**src/rtl/snn_pkg.sv**
```systemverilog
// Shared constants and types for the spiking-array datapath.
package snn_pkg;

  localparam int ACC_WIDTH = 16;

  typedef logic [ACC_WIDTH-1:0] acc_t;

endpackage : snn_pkg

```
**src/rtl/sat_counter.sv**
```systemverilog
// Single-register up-counter with optional saturation at the all-ones value.
module sat_counter
  import snn_pkg::*;
#(
  parameter int               WIDTH    = ACC_WIDTH,
  parameter bit               SATURATE = 1'b1,
  parameter logic [WIDTH-1:0] RST_VAL  = {WIDTH{1'b0}}
) (
  input  logic             clk,
  input  logic             rst,
  input  logic             inc,
  output logic [WIDTH-1:0] q
);

  logic [WIDTH-1:0] q_q;
  logic [WIDTH-1:0] q_d;
  logic [WIDTH:0]   sum_s;

  // The extra top bit of the sum is the carry, i.e. the "already at max" flag.
  assign sum_s = {1'b0, q_q} + {{WIDTH{1'b0}}, 1'b1};

  // Next-state: hold, increment, or hold at max when saturating.
  always_comb begin
    q_d = q_q;
    if (inc) begin
      if (SATURATE && sum_s[WIDTH]) begin
        q_d = q_q;
      end else begin
        q_d = sum_s[WIDTH-1:0];
      end
    end else begin
      q_d = q_q;
    end
  end

  // Count register; reset wins over any increment on the same edge.
  always_ff @(posedge clk) begin
    if (rst) begin
      q_q <= RST_VAL;
    end else begin
      q_q <= q_d;
    end
  end

  assign q = q_q;

endmodule : sat_counter

```
**src/rtl/accumulator_element.sv**
```systemverilog
// Per-neuron spike accumulator: counts one spike per clock into a registered count.
module accumulator_element
  import snn_pkg::*;
#(
  parameter int               WIDTH    = ACC_WIDTH,
  parameter bit               SATURATE = 1'b1,
  parameter logic [WIDTH-1:0] RST_VAL  = {WIDTH{1'b0}}
) (
  input  logic             clk,
  input  logic             rstn,
  input  logic             spike,
  output logic [WIDTH-1:0] accumulated_spikes
);

  logic inc_s;

  // In simulation an unknown spike is not counted; hardware sees a plain bit.
`ifdef SYNTHESIS
  assign inc_s = spike;
`else
  assign inc_s = (spike === 1'b1);
`endif

  sat_counter #(
    .WIDTH    (WIDTH),
    .SATURATE (SATURATE),
    .RST_VAL  (RST_VAL)
  ) u_sat_counter (
    .clk (clk),
    .rst (rstn),
    .inc (inc_s),
    .q   (accumulated_spikes)
  );

endmodule : accumulator_element

```
**config.mk**
```make
export PLATFORM = sky130hd
export DESIGN_NAME = accumulator_element
export DESIGN_NICKNAME = d
export VERILOG_FILES = /design/src/rtl/snn_pkg.sv /design/src/rtl/sat_counter.sv /design/src/rtl/accumulator_element.sv
export SDC_FILE = /design/constraint.sdc
export NUM_CORES = 1
export LEC_CHECK = 0
export ABC_AREA = 0
export CORE_MARGIN = 2
export CORE_UTILIZATION = 52
export CTS_CLUSTER_DIAMETER = 50
export DETAILED_ROUTE_END_ITERATION = 7
export HOLD_SLACK_MARGIN = 0.12
export PLACE_DENSITY_LB_ADDON = 0.25
export RECOVER_POWER = 25
export SYNTH_ARGS = -nofsm -noshare
export SYNTH_HDL_FRONTEND = slang
export SYNTH_SLANG_ARGS = --single-unit
```
**constraint.sdc**
```tcl
create_clock -name clk -period 3.56 [get_ports clk]
set_clock_uncertainty 0.2 [all_clocks]
set_input_delay 0.712 -clock clk [delete_from_list [all_inputs] [get_ports clk]]
set_output_delay 0.712 -clock clk [all_outputs]
set_load 0.05 [all_outputs]
```
==> flow_summary.yaml, run 1 <==
setup_path:
  r2r-start: "u_sat_counter.q[13]$_SDFFE_PP0P_"
  critPathLaunchType: "register"
  slowest_delay_ns: 1.07
  rrSetupSlack_ns: 1.03
  crit_required_ns: 3.56
  setup.worst_path.start: "u_sat_counter.q[13]$_SDFFE_PP0P_"
  crit_path_top_delay_cell: "nor4_2"
  endpoint_kind: "register"
  worstSetupPathType: "reg2reg"
  crit_chain: "nand4_1, nor4_2, nor4bb_1, mux2_2"
  crit_family: "simple AND/OR/NAND/NOR gates"
  cp_max_fo: 18
  crit_buf_inv: 0
  worstPathArrival_ns: 2.53
placement:
  post-place-ws_ns: 0.9281
  io_buffer_count: 18
  gp_congestion: 0.8664
  dp.cells: 129
  dp_hpwl_mm: 1.298
clock_tree:
  ctsHoldBuffers: 0
  cts_resized: 0
  htree_num_levels: 1
  cts_buffers: 3
  clkLatencyLatePin_ns: 0.30
  clock-root-buffer: "clkbuf_4"
  cts_max_path_buffers: 2
  cts_tree: "done"
  post_cts_buffers: 0
  cts_num_sinks: 16
  path_clk_slew_ns: 0.10
synthesis:
  syn_area_per_cell_sq_um: 8.569
  synth-seq-area-share: 0.3776
  synth_nets: 103
  synth_top_area_share: 0.3776
  synthCells: 99
  synthesis.area_sq_um: 848.3
  ys_ff_latch: 16
  ys_warn_count: 0
  synth_area_leaders: "dfxtp_1 38%, or4_1 6.2%, a21oi_1 5.9%, o31ai_1 5.3%, nand3_1 3.5%"
  yosys.area.top_type: "dfxtp_1"
  ys_types: 31
sta:
  min_period_ns: 2.532
  fin_ws_ns: 1.028
  tightest_slew_ns: 1.201
  hold_viol: 0
  maxSlewHeadroom: 0.1929
  min_period_over_period: 0.7111
  rsz0062_at_grt: "false"
  slew_viol_final: 0
  fmaxAchievable_ghz: 0.3950
  fin_setup_tns_ns: 0
  setup_viol: 0
  whs_ns: 0.3363
cells_and_area:
  final_cell_mix: "17 x clkdlybuf4s50_1, 16 x dfxtp_1, 10 x a21oi_1, 7 x or4_1"
  final_common_cell: "clkdlybuf4s50_1"
  antenna_cells: 0
  fillerInstances: 124
  layout.cells.non_filler: 133
  nets: 122
  drive_above_1_share: 0.06838
  largest_register_ffs: 16
  syn2layout_area_growth_pct: 24.93
outcome:
  status: "finished clean"
global_route:
  antenna_found_initial: 0
  grt_pass1_wl_mm: 3.146
  grt_max_degree: 19
  grt_pass1_vias: 743
  overflow: 0
  grt_usage: 0.2185
floorplanning:
  io_pins: 19
  start_util: 0.5567
  dieWidth_microns: 44.39
  row_count: 14
  die_area_sq_mm: 0.001970
  die_h_microns: 44.39
  core_sq_mm: 0.001524
route:
  wl_per_cell_microns: 13.95
  postRouteAntennaNets: 0
  viasPerCell: 6.203
  vias: 825
  dr.first_iter.drc_count: 23
  drc: 0
  wl_mm: 1.855
  firstDrtPassIters: 4
power:
  total_power_uw: 326.5
  p_leak_uw: 0.0003232
  worst_ir_drop_vdd_uv: 258.6
  p_per_area_mw_per_mm2: 308.1
worst_hold_path:
  holdCritStartpoint: "u_sat_counter.q[0]$_SDFFE_PP0P_"
  holdCritPathClass: "reg2reg"
flow_run:
  maxCapViolations: 0
==> kinds of logic after synthesis <==
kind of cell,share of synthesized area
AND/OR/NAND/NOR,0.3643
AO/OA/AOI/OAI,0.1652
flip-flops,0.3776
buffers and inverters,0.03244
XOR/XNOR,0.02065
multiplexers,0.02507
adder cells (fa/ha/maj),0.01475
==> cell usage after synthesis <==
| master | number |
|---|---|
| nor4_1 | 2 |
| and3_1 | 1 |
| nand2_2 | 1 |
| buf_1 | 1 |
| nor2_1 | 6 |
| o41ai_1 | 1 |
| inv_1 | 3 |
| clkbuf_1 | 2 |
| mux2i_1 | 1 |
| o21a_1 | 1 |
| xnor2_1 | 2 |
| nor4bb_1 | 1 |
| nor3_1 | 4 |
| or4_1 | 7 |
| nand3_1 | 6 |
| mux2_2 | 1 |
| nand2_1 | 6 |
| a21oi_1 | 10 |
| o31ai_1 | 6 |
| and4_1 | 3 |
| o311ai_0 | 1 |
| o21ai_0 | 4 |
| or3_1 | 3 |
| nand4_4 | 1 |
| dfxtp_1 | 16 |
| ha_1 | 1 |
| nand3b_1 | 1 |
| nor2b_1 | 2 |
| nand4_1 | 3 |
| nor4_4 | 1 |
| buf_2 | 1 |
==> worst paths after layout <==
kind                                                         end  cells past startpoint
worst max register to register  u_sat_counter.q[11]$_SDFFE_PP0P_                      4
worst min register to register   u_sat_counter.q[0]$_SDFFE_PP0P_                      2
worst max-delay path            u_sat_counter.q[11]$_SDFFE_PP0P_                      4
worst min-delay path             u_sat_counter.q[0]$_SDFFE_PP0P_                      2
==> power breakdown <==
part           switching (uW)  internal [uW]  total, uW
Sequential               2.07            181        183
Combinational            13.0           6.75       19.7
Clock                    61.6           62.4        124
==> metrics by stage <==
stage	area [sq um]	util
final	1060	0.6954
after global routing	1060	0.6954
after CTS	1069	0.7011
after global placement	1032	0.6773
after detailed placement	1032	0.6773
after floorplan	848.3	-
==> area by class of cell <==
| cell class | instances | area, sq um | area share |
|---|---|---|---|
| multi-input combinational | 76 | 491.7 | 0.4640 |
| sequential | 16 | 320.3 | 0.3022 |
| clock buffer | 4 | 36.28 | 0.03424 |
| timing repair buffer | 18 | 180.2 | 0.1700 |
| tap | 16 | 20.02 | 0.01889 |
| inverter | 3 | 11.26 | 0.01063 |
==> worst register-to-register path, delay by kind of cell, from the launching register on <==
kind             cells  cell delay, ns
and+or+nand+nor      3            1.46
DFF                  1            0.44
muxes                1            0.33
==> metal layers <==
layer,part of all wire,global-route usage,vias up
li1,-,-,421
met1,0.45,0.2711,372
met2,0.49,0.3647,29
met3,0.050,0.03673,3
met4,0.016,0.1091,0
met5,0,0,-
Power figures use the tool's default switching activity.
==> run 2: changes to the inputs <==
Settings changed: CORE_UTILIZATION 52 to 48.
Clock period 3.56 ns to 2.35 ns, I/O delays scaled along.
==> flow_summary.yaml, run 2 (same netlist as run 1, synthesis figures left out) <==
sta:
  min_period_over_period: 0.9701
  hold_viol: 0
  fin_ws_ns: 0.07029
  whs_ns: 0.3422
  fmaxAchievable_ghz: 0.4387
  rsz0062_at_grt: "false"
  fin_setup_tns_ns: 0
  setup_viol: 0
  min_period_ns: 2.280
  tightest_slew_ns: 0.6535
  maxSlewHeadroom: 0.5586
  slew_viol_final: 0
floorplanning:
  die_area_sq_mm: 0.002120
  die_h_microns: 46.04
  row_count: 15
  dieWidth_microns: 46.04
  io_pins: 19
  core_sq_mm: 0.001689
  start_util: 0.5022
setup_path:
  crit_family: "buffers and inverters"
  crit_buf_inv: 1
  reg2reg_depth: 6
  worstSetupPathType: "reg2out"
  endpoint_kind: "output pin"
  cp_max_fo: 7
  crit_chain: "clkdlybuf4s50_1"
  worstPathArrival_ns: 1.61
  slowest_delay_ns: 0.85
  crit_path_top_delay_cell: "clkdlybuf4s50_1"
  critPathLaunchType: "register"
  cp_num_cells: 1
  crit_required_ns: 1.68
power:
  worst_ir_drop_vdd_uv: 405.5
  p_per_area_mw_per_mm2: 418.5
  power.clock.fraction: 0.315
  p_leak_uw: 0.0003443
  p_sw_uw: 105.6
  p_comb_frac: 0.069
  p_seq_frac: 0.615
  p_sw_frac: 0.2348
  p_int_uw: 344.2
route:
  viasPerCell: 6.147
  drc: 0
  postRouteAntennaNets: 0
  wl_mm: 1.918
  firstDrtPassIters: 4
  dr.first_iter.drc_count: 15
  vias: 836
  wl_per_cell_microns: 14.10
global_route:
  grt_max_degree: 19
  overflow: 0
  antenna_found_initial: 0
  grt_pass1_wl_mm: 3.146
  grt_pass1_vias: 748
  grt_usage: 0.2034
cells_and_area:
  final_common_cell: "clkdlybuf4s50_1"
  multi_input_area_sq_um: 500.5
  drive_above_1_share: 0.07563
  nets: 125
  syn2layout_area_growth_pct: 26.70
  antenna_cells: 0
  fillerInstances: 156
  layout.cells.non_filler: 136
  ff_latch_area_sq_um: 320.3
  largest_register_ffs: 16
  fin_area_sq_mm: 0.001075
  final_cell_mix: "17 x clkdlybuf4s50_1, 16 x dfxtp_1, 10 x a21oi_1, 7 x or4_1"
worst_hold_path:
  min_path_cells: 2
  holdCritPathClass: "reg2reg"
outcome:
  status: "finished clean"
clock_tree:
  cts_num_sinks: 16
  htree_num_levels: 1
  clock-root-buffer: "clkbuf_4"
  clkLatencyLatePin_ns: 0.28
  cts_max_path_buffers: 2
  cts_buffers: 3
  ctsHoldBuffers: 0
  post_cts_buffers: 0
  cts_tree: "done"
  path_clk_slew_ns: 0.09
  cts_resized: 0
placement:
  dp.cells: 133
  io_buffer_count: 18
  gp_congestion: 0.8281
  post-place-ws_ns: 0.1363
  placed_area_sq_mm: 0.001056
  dp_hpwl_mm: 1.358
flow_run:
  maxCapViolations: 0
==> run 2: cell type report <==
cell class                 instances  area share
tap                               17     0.01979
inverter                           3     0.01048
multi-input combinational         76      0.4657
timing repair buffer              21      0.1851
sequential                        16      0.2980
clock buffer                       3     0.02095
==> run 2: worst paths after layout <==
kind | startpoint | slack, ns | to
setup / recovery | u_sat_counter.q[5]$_SDFFE_PP0P_ | 0.07 | accumulated_spikes[5]
hold / removal | u_sat_counter.q[1]$_SDFFE_PP0P_ | 0.34 | u_sat_counter.q[1]$_SDFFE_PP0P_
setup reg to reg | u_sat_counter.q[0]$_SDFFE_PP0P_ | 0.31 | u_sat_counter.q[11]$_SDFFE_PP0P_
hold reg to reg | u_sat_counter.q[1]$_SDFFE_PP0P_ | 0.34 | u_sat_counter.q[1]$_SDFFE_PP0P_
==> run 2: layer usage <==
| layer | wire length [microns] | vias up | part of all wire | GRT usage |
|---|---|---|---|---|
| li1 | - | 423 | - | - |
| met2 | 919 | 23 | 0.48 | 0.3333 |
| met1 | 897 | 386 | 0.47 | 0.2494 |
| met3 | 77 | 4 | 0.040 | 0.04365 |
| met5 | 0 | - | 0 | 0 |
| met4 | 23 | 0 | 0.012 | 0.09714 |
==> run 2: power groups by stage <==
stage / clock, uW / sequential (uW) / combinational [uW]
after floorplan: 0 / 292 / 9.87
after global placement: 0 / 283 / 30.9
after detailed placement: 0 / 283 / 31.4
after CTS: 148 / 277 / 31.7
after global routing: 152 / 277 / 34.5
final: 142 / 277 / 31.2
==> run 2: worst register-to-register path, cell delays in order, from the launching register on <==
cell,delay [ns]
dfxtp_1,0.36
ha_1,0.26
nand3_1,0.14
nor4_4,0.04
buf_4,0.19
nor4bb_1,0.37
mux2_2,0.37
==> run 2: metrics by stage <==
stage / power [uW] / util
after global placement: 313.9 / 0.6252
after floorplan: 301.5 / -
after CTS: 456.6 / 0.6385
after global routing: 463.9 / 0.6363
final: 449.8 / 0.6363
after detailed placement: 314.5 / 0.6252
==> patch, RTL diff (config.mk and constraints of run 2) <==
`SATURATE` is set to 1'b1 in 2 places; all go to 1'b0.
--- a/src/rtl/sat_counter.sv
+++ b/src/rtl/sat_counter.sv
@@ -3,7 +3,7 @@
   import snn_pkg::*;
 #(
   parameter int               WIDTH    = ACC_WIDTH,
-  parameter bit               SATURATE = 1'b1,
+  parameter bit               SATURATE = 1'b0,
   parameter logic [WIDTH-1:0] RST_VAL  = {WIDTH{1'b0}}
 ) (
   input  logic             clk,
--- a/src/rtl/accumulator_element.sv
+++ b/src/rtl/accumulator_element.sv
@@ -3,7 +3,7 @@
   import snn_pkg::*;
 #(
   parameter int               WIDTH    = ACC_WIDTH,
-  parameter bit               SATURATE = 1'b1,
+  parameter bit               SATURATE = 1'b0,
   parameter logic [WIDTH-1:0] RST_VAL  = {WIDTH{1'b0}}
 ) (
   input  logic             clk,
Function: no difference found for any inputs over 10 cycles, from zero or initial values and one cycle with rstn high; that may be too few to reach the edited logic, so the function may still have changed.
==> patch against run 2 <==
- final area fell by 7.9%
- sequential cell count unchanged
- combinational power up 31%
- worst setup slack better by 0.0067 ns
- fmax grew 0.30%
- total power rose by 12%
- critical path depth did not move
- count of clock-buffer cells in the layout is 1 higher
- routed wire length decreased by 23%
- first-iteration DRC count is 80% lower
- synthesized cell count is 16% lower
- synthesized area fell by 11%
- global-route usage fell by 2.9 points
==> patch: results <==
metrics = {
    "outcome": {
        "run_status": "complete, no violations",
    },
    "global_route": {
        "grt_pass1_wl_mm": 2.38,
        "grt_util_met3_pct": 5.00,
        "grt_start_max_net_pins": 15,
        "grt_util_all_layers_pct": 17.4,
        "use_met1_pct": 21.1,
    },
    "final_layout": {
        "nFillCells": 134,
        "drive_gt1_share_pct": 12.3,
        "insertedDiodeCount": 0,
    },
    "power_and_ir_drop": {
        "switchingPower_uw": 118,
        "leakagePower_uw": 0.000351,
        "irDropWorstVdd_mv": 0.350,
        "share_seq_of_total_power_pct": 55.4,
    },
    "yosys": {
        "synth.yosys.seq_area_share_pct": 42.3,
        "synth_common_cells": "sky130_fd_sc_hd__dfxtp_1 (16), sky130_fd_sc_hd__nor2_1 (16), sky130_fd_sc_hd__nand2_1 (6), sky130_fd_sc_hd__xnor2_1 (6), sky130_fd_sc_hd__xor2_1 (4)",
        "post_synth.cell_area_avg_um2": 9.12,
        "synth-xor-area-share_pct": 11.6,
        "count_of_distinct_cell_types_in_the_synthesized_netlist": 28,
        "synth_adder_area_share_pct": 1.65,
        "synthesis.nets": 87,
    },
    "cts": {
        "cts-root-to-sink-buffers": 2,
    },
    "drt": {
        "drt_pass1_iterations": 3,
        "vias": 657,
        "routed_via_density": 5.39,
    },
    "critical_path": {
        "worst_reg2reg_path_endpoint": "u_sat_counter.q[14]$_SDFFE_PP0P_",
        "depth_of_the_worst_register_to_register_path": 4,
    },
    "place": {
        "dp_cells": 118,
    },
}
## patch: cell count changes after synthesis, moves of 2 or more
cell | run 2 | this run
sky130_fd_sc_hd__a21oi_1 | 10 | 3
sky130_fd_sc_hd__and4_1 | 3 | 0
sky130_fd_sc_hd__nand3_1 | 6 | 3
sky130_fd_sc_hd__nand4_1 | 3 | 1
sky130_fd_sc_hd__nor2_1 | 6 | 16
sky130_fd_sc_hd__o21ai_0 | 4 | 1
sky130_fd_sc_hd__o31ai_1 | 6 | 0
sky130_fd_sc_hd__or3_1 | 3 | 1
sky130_fd_sc_hd__or4_1 | 7 | 0
sky130_fd_sc_hd__xnor2_1 | 2 | 6
sky130_fd_sc_hd__xor2_1 | 0 | 4
## patch: through the flow
stage | power [µW] | setup WS, ns | hold WS, ns | cell area (µm²)
global route | 527 | 0.0296 | 0.343 | 990
global placement | 329 | 0.135 | 0.296 | 976
floorplan | 312 | 0.102 | 0.418 | 757
detailed placement | 329 | 0.0601 | 0.301 | 976
finish | 503 | 0.0770 | 0.325 | 990
CTS | 513 | 0.0711 | 0.321 | 1010
## patch: layout make-up
cell class              instances  area, µm²  area share [%]
clock buffers                   4       36.3            3.67
inverters                       2       7.51           0.759
multi-input cells              62        403            40.7
flip-flops and latches         16        320            32.4
well taps                      16       20.0            2.02
repair buffers                 22        203            20.5
## patch: worst min path at each step
stage / start / end / slack [ns] / cells after the start
after floorplan: spike / u_sat_counter.q[0]$_SDFFE_PP0P_ / 0.42 / 2
after global placement: u_sat_counter.q[13]$_SDFFE_PP0P_ / u_sat_counter.q[13]$_SDFFE_PP0P_ / 0.30 / 2
after detailed placement: u_sat_counter.q[13]$_SDFFE_PP0P_ / u_sat_counter.q[13]$_SDFFE_PP0P_ / 0.30 / 2
after CTS: u_sat_counter.q[13]$_SDFFE_PP0P_ / u_sat_counter.q[13]$_SDFFE_PP0P_ / 0.32 / 2
after global routing: u_sat_counter.q[13]$_SDFFE_PP0P_ / u_sat_counter.q[13]$_SDFFE_PP0P_ / 0.34 / 2
final: u_sat_counter.q[13]$_SDFFE_PP0P_ / u_sat_counter.q[13]$_SDFFE_PP0P_ / 0.32 / 2
## patch: metal layers
metal | routed length [µm] | part of all wire [%] | vias to the layer above
li1 | - | - | 331
met1 | 703 | 48 | 310
met2 | 683 | 46 | 13
met3 | 55 | 3.7 | 3
met4 | 29 | 2.0 | 0
met5 | 0 | 0 | -
## patch: cells by family after synthesis
family	count (synthesis)
AND/OR/NAND/NOR	42
flip-flops	16
XOR/XNOR	10
AO/OA/AOI/OAI	6
buffers and inverters	5
multiplexers	3
adder cells (fa/ha/maj)	1
## patch: worst min-delay path, delay by kind of cell (launching register included)
family          cells  cell delay (ns)
compound gates      2             0.13
flops               1             0.35
